==> config.mk <==
export PLATFORM = sky130hd
export DESIGN_NAME = fetch_stage
export DESIGN_NICKNAME = d
export VERILOG_FILES = /design/src/rtl/rv32i_pkg.sv /design/src/rtl/if_id_reg.sv /design/src/rtl/fetch_stage.sv
export SDC_FILE = /design/constraint.sdc
export NUM_CORES = 1
export LEC_CHECK = 0
export CAP_MARGIN = 10
export CORE_MARGIN = 4
export CORE_UTILIZATION = 35
export DETAILED_ROUTE_END_ITERATION = 7
export PLACE_DENSITY = 0.69
export SKIP_CTS_REPAIR_TIMING = 1
export SYNTH_ARGS = -nofsm -noshare
export SYNTH_HDL_FRONTEND = slang
export SYNTH_HIERARCHICAL = 1
export SYNTH_SLANG_ARGS = --single-unit
export TNS_END_PERCENT = 10
==> constraint.sdc <==
create_clock -name clk -period 4.71 [get_ports clk]
set_input_delay 1.413 -clock clk [delete_from_list [all_inputs] [get_ports clk]]
set_output_delay 1.413 -clock clk [all_outputs]
set_load 0.1 [all_outputs]
==> src/rtl/rv32i_pkg.sv <==
// Shared RV32I front-end definitions: fetch FSM states, fetch payload, constants.
package rv32i_pkg;

    localparam int unsigned XLEN = 32;
    localparam int unsigned ILEN = 32;

    localparam logic [XLEN-1:0] DEFAULT_RESET_PC = 32'h0000_0000;
    localparam logic [XLEN-1:0] PC_STEP          = 32'h0000_0004;
    localparam logic [ILEN-1:0] NOP_INSTR        = 32'h0000_0013;

    // IDLE: nothing outstanding; WAIT: response wanted; DROP: response to be discarded
    typedef enum logic [1:0] {
        IDLE = 2'b00,
        WAIT = 2'b01,
        DROP = 2'b10
    } fetch_state_t;

    // One fetched instruction together with the address it came from
    typedef struct packed {
        logic [ILEN-1:0] instr;
        logic [XLEN-1:0] pc;
    } fetch_word_t;

    // Instruction addresses are word aligned; low two bits are forced to zero
    function automatic logic [XLEN-1:0] align_pc(input logic [XLEN-1:0] addr);
        return {addr[XLEN-1:2], 2'b00};
    endfunction

endpackage

==> src/rtl/if_id_reg.sv <==
// IF/ID pipeline register with a one-entry skid buffer in front of it.
module if_id_reg
    import rv32i_pkg::*;
(
    input  logic            clk,
    input  logic            rst_n,
    input  logic            flush,
    input  logic            stall,
    input  logic            in_valid,
    input  fetch_word_t     in_word,
    output logic [ILEN-1:0] instr,
    output logic [XLEN-1:0] pc,
    output logic [XLEN-1:0] pc4,
    output logic            valid,
    output logic            skid_full,
    output logic            skid_free_c
);

    fetch_word_t skid_q;
    fetch_word_t skid_d;
    logic        skid_d_valid;
    logic        id_load_c;
    fetch_word_t id_word_c;
    logic        id_valid_d;
    logic        load_c;

    // IF/ID accepts a new entry when empty or when decode is moving
    assign load_c = !valid || !stall;

    // After a delivery, the skid stays empty only if the register was loadable and skid was empty
    assign skid_free_c = load_c && !skid_full;

    // Select IF/ID source (skid first, preserving order) and decide skid contents
    always_comb begin
        skid_d       = skid_q;
        skid_d_valid = skid_full;
        id_load_c    = 1'b0;
        id_word_c    = skid_q;
        id_valid_d   = valid;

        if (flush) begin
            skid_d_valid = 1'b0;
            id_valid_d   = 1'b0;
        end else if (load_c) begin
            if (skid_full) begin
                id_load_c    = 1'b1;
                id_word_c    = skid_q;
                id_valid_d   = 1'b1;
                skid_d       = in_word;
                skid_d_valid = in_valid;
            end else if (in_valid) begin
                id_load_c    = 1'b1;
                id_word_c    = in_word;
                id_valid_d   = 1'b1;
            end else begin
                id_valid_d   = 1'b0;
            end
        end else if (in_valid) begin
            skid_d       = in_word;
            skid_d_valid = 1'b1;
        end
    end

    // Skid buffer storage
    always_ff @(posedge clk or negedge rst_n) begin
        if (!rst_n) begin
            skid_q    <= '0;
            skid_full <= 1'b0;
        end else begin
            skid_q    <= skid_d;
            skid_full <= skid_d_valid;
        end
    end

    // IF/ID register; pc4 is precomputed so decode sees it registered
    always_ff @(posedge clk or negedge rst_n) begin
        if (!rst_n) begin
            instr <= NOP_INSTR;
            pc    <= '0;
            pc4   <= PC_STEP;
            valid <= 1'b0;
        end else begin
            valid <= id_valid_d;
            if (id_load_c) begin
                instr <= id_word_c.instr;
                pc    <= id_word_c.pc;
                pc4   <= id_word_c.pc + PC_STEP;
            end
        end
    end

endmodule

==> src/rtl/fetch_stage.sv <==
// Instruction fetch stage: single-outstanding fetch FSM feeding an IF/ID register with skid.
module fetch_stage
    import rv32i_pkg::*;
#(
    parameter logic [31:0] RESET_PC = DEFAULT_RESET_PC
)
(
    input  logic        clk,
    input  logic        rst_n,
    input  logic        stall_i,
    input  logic        redirect_i,
    input  logic [31:0] redirect_pc_i,
    output logic        imem_req_o,
    output logic [31:0] imem_addr_o,
    input  logic        imem_rvalid_i,
    input  logic [31:0] imem_rdata_i,
    output logic [31:0] if_id_instr_o,
    output logic [31:0] if_id_pc_o,
    output logic [31:0] if_id_pc4_o,
    output logic        if_id_valid_o
);

    fetch_state_t    state_q;
    fetch_state_t    state_d;
    logic [XLEN-1:0] pc_q;
    logic [XLEN-1:0] pc_d;
    logic [XLEN-1:0] pc_plus4_c;
    logic [XLEN-1:0] target_c;
    logic            can_issue_c;
    logic            deliver_c;
    logic            req_c;
    logic [XLEN-1:0] addr_c;
    logic            skid_full;
    logic            skid_free_c;
    fetch_word_t     deliver_word_c;

    assign pc_plus4_c  = pc_q + PC_STEP;
    assign target_c    = align_pc(redirect_pc_i);
    assign can_issue_c = !skid_full && !redirect_i;

    assign deliver_word_c.instr = imem_rdata_i;
    assign deliver_word_c.pc    = pc_q;

    // Fetch FSM state and PC register
    always_ff @(posedge clk or negedge rst_n) begin
        if (!rst_n) begin
            state_q <= IDLE;
            pc_q    <= RESET_PC;
        end else begin
            state_q <= state_d;
            pc_q    <= pc_d;
        end
    end

    // Next state, next PC, request and delivery decisions
    always_comb begin
        state_d   = state_q;
        pc_d      = pc_q;
        deliver_c = 1'b0;
        req_c     = 1'b0;
        addr_c    = pc_q;

        case (state_q)
            IDLE: begin
                if (redirect_i) begin
                    pc_d = target_c;
                end else if (can_issue_c) begin
                    req_c   = 1'b1;
                    state_d = WAIT;
                end
            end
            WAIT: begin
                if (redirect_i) begin
                    // Outstanding word belongs to the squashed path
                    pc_d    = target_c;
                    state_d = imem_rvalid_i ? IDLE : DROP;
                end else if (imem_rvalid_i) begin
                    deliver_c = 1'b1;
                    pc_d      = pc_plus4_c;
                    if (skid_free_c) begin
                        // Back-to-back: next request leaves in the same cycle
                        req_c  = 1'b1;
                        addr_c = pc_plus4_c;
                    end else begin
                        state_d = IDLE;
                    end
                end
            end
            DROP: begin
                if (redirect_i) begin
                    pc_d = target_c;
                end
                if (imem_rvalid_i) begin
                    state_d = IDLE;
                end
            end
            default: begin
                state_d = IDLE;
            end
        endcase
    end

    // Request is held low while reset is asserted so the first issue follows release
    assign imem_req_o  = req_c & rst_n;
    assign imem_addr_o = addr_c;

    if_id_reg u_if_id_reg (
        .clk         (clk),
        .rst_n       (rst_n),
        .flush       (redirect_i),
        .stall       (stall_i),
        .in_valid    (deliver_c),
        .in_word     (deliver_word_c),
        .instr       (if_id_instr_o),
        .pc          (if_id_pc_o),
        .pc4         (if_id_pc4_o),
        .valid       (if_id_valid_o),
        .skid_full   (skid_full),
        .skid_free_c (skid_free_c)
    );

endmodule

# After elaboration in Yosys (flattened, before gate mapping)
# Index checks and enable logic that the tools add are counted.
# totals
regBits	196
inputBits	69
out_inout_bits	130
wordCells	78
# op_classes
addsub	2
eq_ne	9
n_mux	41
bitwise	2
n_reduce_logical	15
# op_table
operator	n
two-way mux 64 bit	6
two-way mux 32 bit	7
adder 32 x 3 -> 32 bit, second input constant	2
one-hot mux 32 bit (2 select lines)	1
two-way mux 1 bit	18
two-way mux 2 bit	7
inequality test 2 bit, second input constant	3
inequality test 3 bit, second input constant	2
one-hot mux 2 bit (3 select lines)	1
AND reduction 5 bit	1
logical NOT 1 bit	4
inequality test 2 x 1 -> 1 bit, second input constant	2
nonzero test 2 bit	2
AND reduction 3 bit	1
nonzero test 3 bit	1
== test 2 x 1 -> 1 bit, second input constant	1
== test 2 bit, second input constant	1
logical AND 1 bit	2
logical NOT 2 bit	1
one-hot mux 1 bit (2 select lines)	1
AND reduction 2 bit	1
OR reduction 2 bit	1
AND 1 bit	1
logical OR 1 bit	1
NOT 1 bit	1

# Longest topological paths before layout
# depth
depth_word	8
depth_mapped	17
ltp_nobuf	12

# Hierarchy
# The synthesis kept the hierarchy.
# modules_own_cells
mod	instances	cells_per_inst	area_each_um2	seq_area_each_um2
if_id_reg	1	756	7718.7	4008.8
fetch_stage	1	367	2874.0	800.8

# Worst setup path before layout
# Ideal clock, no wire load.
# synth_timing
path_type	input to output
start	input port redirect_i
end	output port imem_req_o
t_arrival_ps	4552
slack_ps	-1255
stages	7
n_path_buf	2
cell_sequence	clkbuf_1 > nand4bb_4 > clkinv_2 > and2_1 > clkbuf_1 > nor2_1 > nor3b_1
# synth_between
elab_chain_cells	6
elab_cells_between_ends	7
cone_classes	mux: 4; bitwise: 1; reduce/logical: 2
# synth_rtl
element	line	rtl
start: declaration	fetch_stage.sv:11	input logic redirect_i,
logical NOT 1 bit	fetch_stage.sv:39	assign can_issue_c = !skid_full && !redirect_i;
logical AND 1 bit	fetch_stage.sv:39	
two-way mux 1 bit	fetch_stage.sv:67	end else if (can_issue_c) begin
two-way mux 1 bit	fetch_stage.sv:65	if (redirect_i) begin
one-hot mux 1 bit (2 select lines) (*)	fetch_stage.sv:63	case (state_q)
AND 1 bit (*)	fetch_stage.sv:104	assign imem_req_o = req_c & rst_n;
end: declaration	fetch_stage.sv:13	output logic imem_req_o,
# Every way passes the cells marked *; elsewhere a longest branch is shown, timed or not.

# Worst setup path after layout
# layout_timing
start	input port redirect_i
end	output port imem_addr_o[23]
# layout_between
elab_chain_cells	2
# layout_rtl
element	line	rtl
two-way mux 32 bit	fetch_stage.sv:73	if (redirect_i) begin
two-way mux 32 bit	fetch_stage.sv:63	
end: declaration	fetch_stage.sv:14	output logic [31:0] imem_addr_o,
# Every way passes these cells.

==> impl_metrics.toml <==
[run_status]
status = "finished clean"

[drt]
first_iter_violations = 994
dr.pass1.iters = 5
drt-total-wl_um = 32050
antenna_left = 0
drc = 0
via_count = 9550
post_drt_wl_per_cell_um = 18.94
viasPerCell = 5.644

[cells_and_area]
design_area_sq_um = 14090
layout-drive-gt1-share = 0.1736
area_delta_synth_final_pct = 33.06
final_common_cell = "dfrtp_1"
final_cell_mix = "dfrtp_1, clkdlybuf4s50_1, nand2_1"
nets = 1360
final_cells = 1692
diodes = 0

[yosys]
ys_seq_area_frac = 0.4541
ys.flop_type = "dfrtp_1"
syn_area_sq_um = 10590
synth_cell_types = 74
async_flop_share = 1.000
synth-edff-count = 0
synth_largest_area_cell = "dfrtp_1"
yosysWarnings = 6
synth_top_area_share = 0.4441
avgSynthCellArea_sq_um = 9.432
synthCells = 1123
synth_area_leaders = "dfrtp_1, mux2_2, nand2_1"
synth_seq_cells = 192

[place]
dpl_cell_area_sq_um = 13430
numPortBuffers = 194
dp_cells = 1660
dp.final_hpwl_um = 22470
routabilityCongestion = 0.8669

[grt]
track_usage = 0.1878
grt_pass1_vias = 8922
grt_antenna_before_repair = 0
grt_pass1_wl_um = 50380
grt_max_degree = 68
globalRoute.totalOverflow = 0

[setup_path]
start_kind = "input pin"
slowest_stage = "clkdlybuf4s50_1"
critPathKind = "input pin to primary output"
path_cells = "clkdlybuf4s50_1 -> nand4bb_4 -> clkinv_2 -> nand2_4 -> buf_4 -> nor3_1 -> xnor2_1 -> buf_12"
reg2reg_slack_ns = 1.29
crit_start = "redirect_i"
r2r-end = "u_if_id_reg/pc4[26]$_DFFE_PN0P_"
cp-end-kind = "primary output"
path_buf_inv = 4
cp.required_ns = 3.30
reg2reg_depth = 13
worstSetupPathDepth = 8
worstReg2RegStart = "state_q[1]$_DFFE_PN0P_"
crit_fanout = 7
cp_top_family = "buffers and inverters"
cpPeakStageDelay_ns = 0.43
arrival_ns = 3.16
crit_end = "imem_addr_o[23]"

[timing]
drv_slew = 0
tns_ns = 0
relSlewSlack = 0.2729
fin_skew_ns = 0.01838
rsz0062_at_grt = "no"
post-route-period-util = 0.9700
timing.fmax_mhz = 218.9
tightest_slew_ns = 1.091
hold-worst-slack_ns = 0.4601
period_needed_ns = 4.569
hold_violations = 0
setup_viol = 0

[power]
power_density_nw_per_um2 = 445.2
p_leak_nw = 5.730
p_int_mw = 3.329
pwr-share-clk = 0.237
seq_power_share = 0.343
ir_drop_uv = 276.8
power_mw = 6.275
net-switching-power_mw = 2.946
comb_power_share = 0.420
swShare = 0.4695

[hold_path]
hold_path_class = "flip-flop to flip-flop"

[clock_network]
cts_tree = "built"
clock_sinks = 192
h-tree-depth = 4
cts-root-buf = "clkbuf_16"
cts.reportedPaths.clkPinSlew_ns = 0.08
clock_path_buffers = 2
clock_latency_ns = 0.43
cts_buffers = 17

[die]
rows = 63
die_area_sq_um = 33110
start_util = 0.3564
die_height_um = 182.0
fp.coreArea_sq_um = 29720
dieWidth_um = 182.0
io_pins = 199

[run]
cap_viol_max_count = 0
[worst min-delay path, cell delays in order, from the launching register on]
cell and delay (ns):
dfstp_2 0.37, nand2_1 0.05, nand2_1 0.04
[layout make-up]
type                            count  area (sq um)
Fill cell                        2740         15620
Multi-Input combinational cell    830          5544
Sequential cell                   192          4810
Timing Repair Buffer              237          2606
Tap cell                          390         488.0
Clock buffer                       17         425.4
Clock inverter                     15         178.9
Inverter                           11         42.54
[worst min path at each step]
stage                                       startpoint                           endpoint  slack [ns]  depth (start not counted)
floorplan           u_if_id_reg/skid_q[43]$_DFFE_PN0P_  u_if_id_reg/instr[11]$_DFFE_PN0P_        0.47                          2
detailed placement      u_if_id_reg/pc4[2]$_DFFE_PN1P_     u_if_id_reg/pc4[2]$_DFFE_PN1P_        0.45                          2
global route            u_if_id_reg/pc4[2]$_DFFE_PN1P_     u_if_id_reg/pc4[2]$_DFFE_PN1P_        0.47                          2
CTS                     u_if_id_reg/pc4[2]$_DFFE_PN1P_     u_if_id_reg/pc4[2]$_DFFE_PN1P_        0.46                          2
finish                  u_if_id_reg/pc4[2]$_DFFE_PN1P_     u_if_id_reg/pc4[2]$_DFFE_PN1P_        0.46                          2
global placement        u_if_id_reg/pc4[2]$_DFFE_PN1P_     u_if_id_reg/pc4[2]$_DFFE_PN1P_        0.45                          2
[sequential cells by signal (all words and copies together) (netlist names)]
name,count
pc_q,30
state_q,2
u_if_id_reg/instr,32
u_if_id_reg/pc,32
u_if_id_reg/pc4,30
u_if_id_reg/skid_full,1
u_if_id_reg/skid_q,64
u_if_id_reg/valid,1
[Yosys cell counts, types with 5 or more instances]
cell type	number
a21o_1	6
a21oi_1	41
a22oi_1	17
a2bb2oi_1	9
a31oi_1	34
a32oi_1	9
and2_1	6
and3_1	22
and4_1	21
buf_1	6
buf_2	19
buf_4	7
clkbuf_1	55
clkbuf_2	5
dfrtp_1	188
inv_1	10
mux2_2	70
mux2i_1	21
nand2_1	157
nand2b_1	11
nand3_1	40
nand4_1	37
nor2_1	65
nor3_1	28
nor4_1	17
o211ai_1	15
o21a_1	6
o21ai_0	58
o22ai_1	8
o31ai_1	9
or3_1	8
or4_1	5
xnor2_1	20
xor2_1	26
[stage by stage]
stage	setup WS, ns	utilization
floorplan	-0.4994	-
global placement	-0.01852	0.4519
detailed placement	-0.02878	0.4519
CTS	-0.03718	0.4722
global route	0.03905	0.4743
finish	0.1415	0.4743
[power by group through the flow]
stage,clock [mW],combinational [mW],sequential [mW]
finish,1.49,2.63,2.15
global route,1.59,2.74,2.19
CTS,1.52,2.64,2.15
detailed placement,0,2.63,2.18
global placement,0,2.62,2.17
floorplan,0,0.897,3.09
[layer usage]
layer	track usage	wire length, um	vias to the layer above
met5	0	0	-
met4	0.05284	644	0
met3	0.02684	2121	41
met2	0.2791	14070	417
met1	0.2849	15210	4653
li1	-	-	4439
[logic make-up (layout without fill, tap and decap cells)]
logic type,count (synthesis),after routing,share of synthesized area
AO/OA/AOI/OAI,242,242,0.1492
XOR/XNOR,46,46,0.03803
adder cells (fa/ha/maj),2,2,0.002362
buffers and inverters,106,280,0.04512
flip-flops,192,192,0.4541
multiplexers,91,91,0.09426
other,1,6,0.0003540
AND/OR/NAND/NOR,443,443,0.2166
No activity file was read; power rests on OpenSTA's default activity.
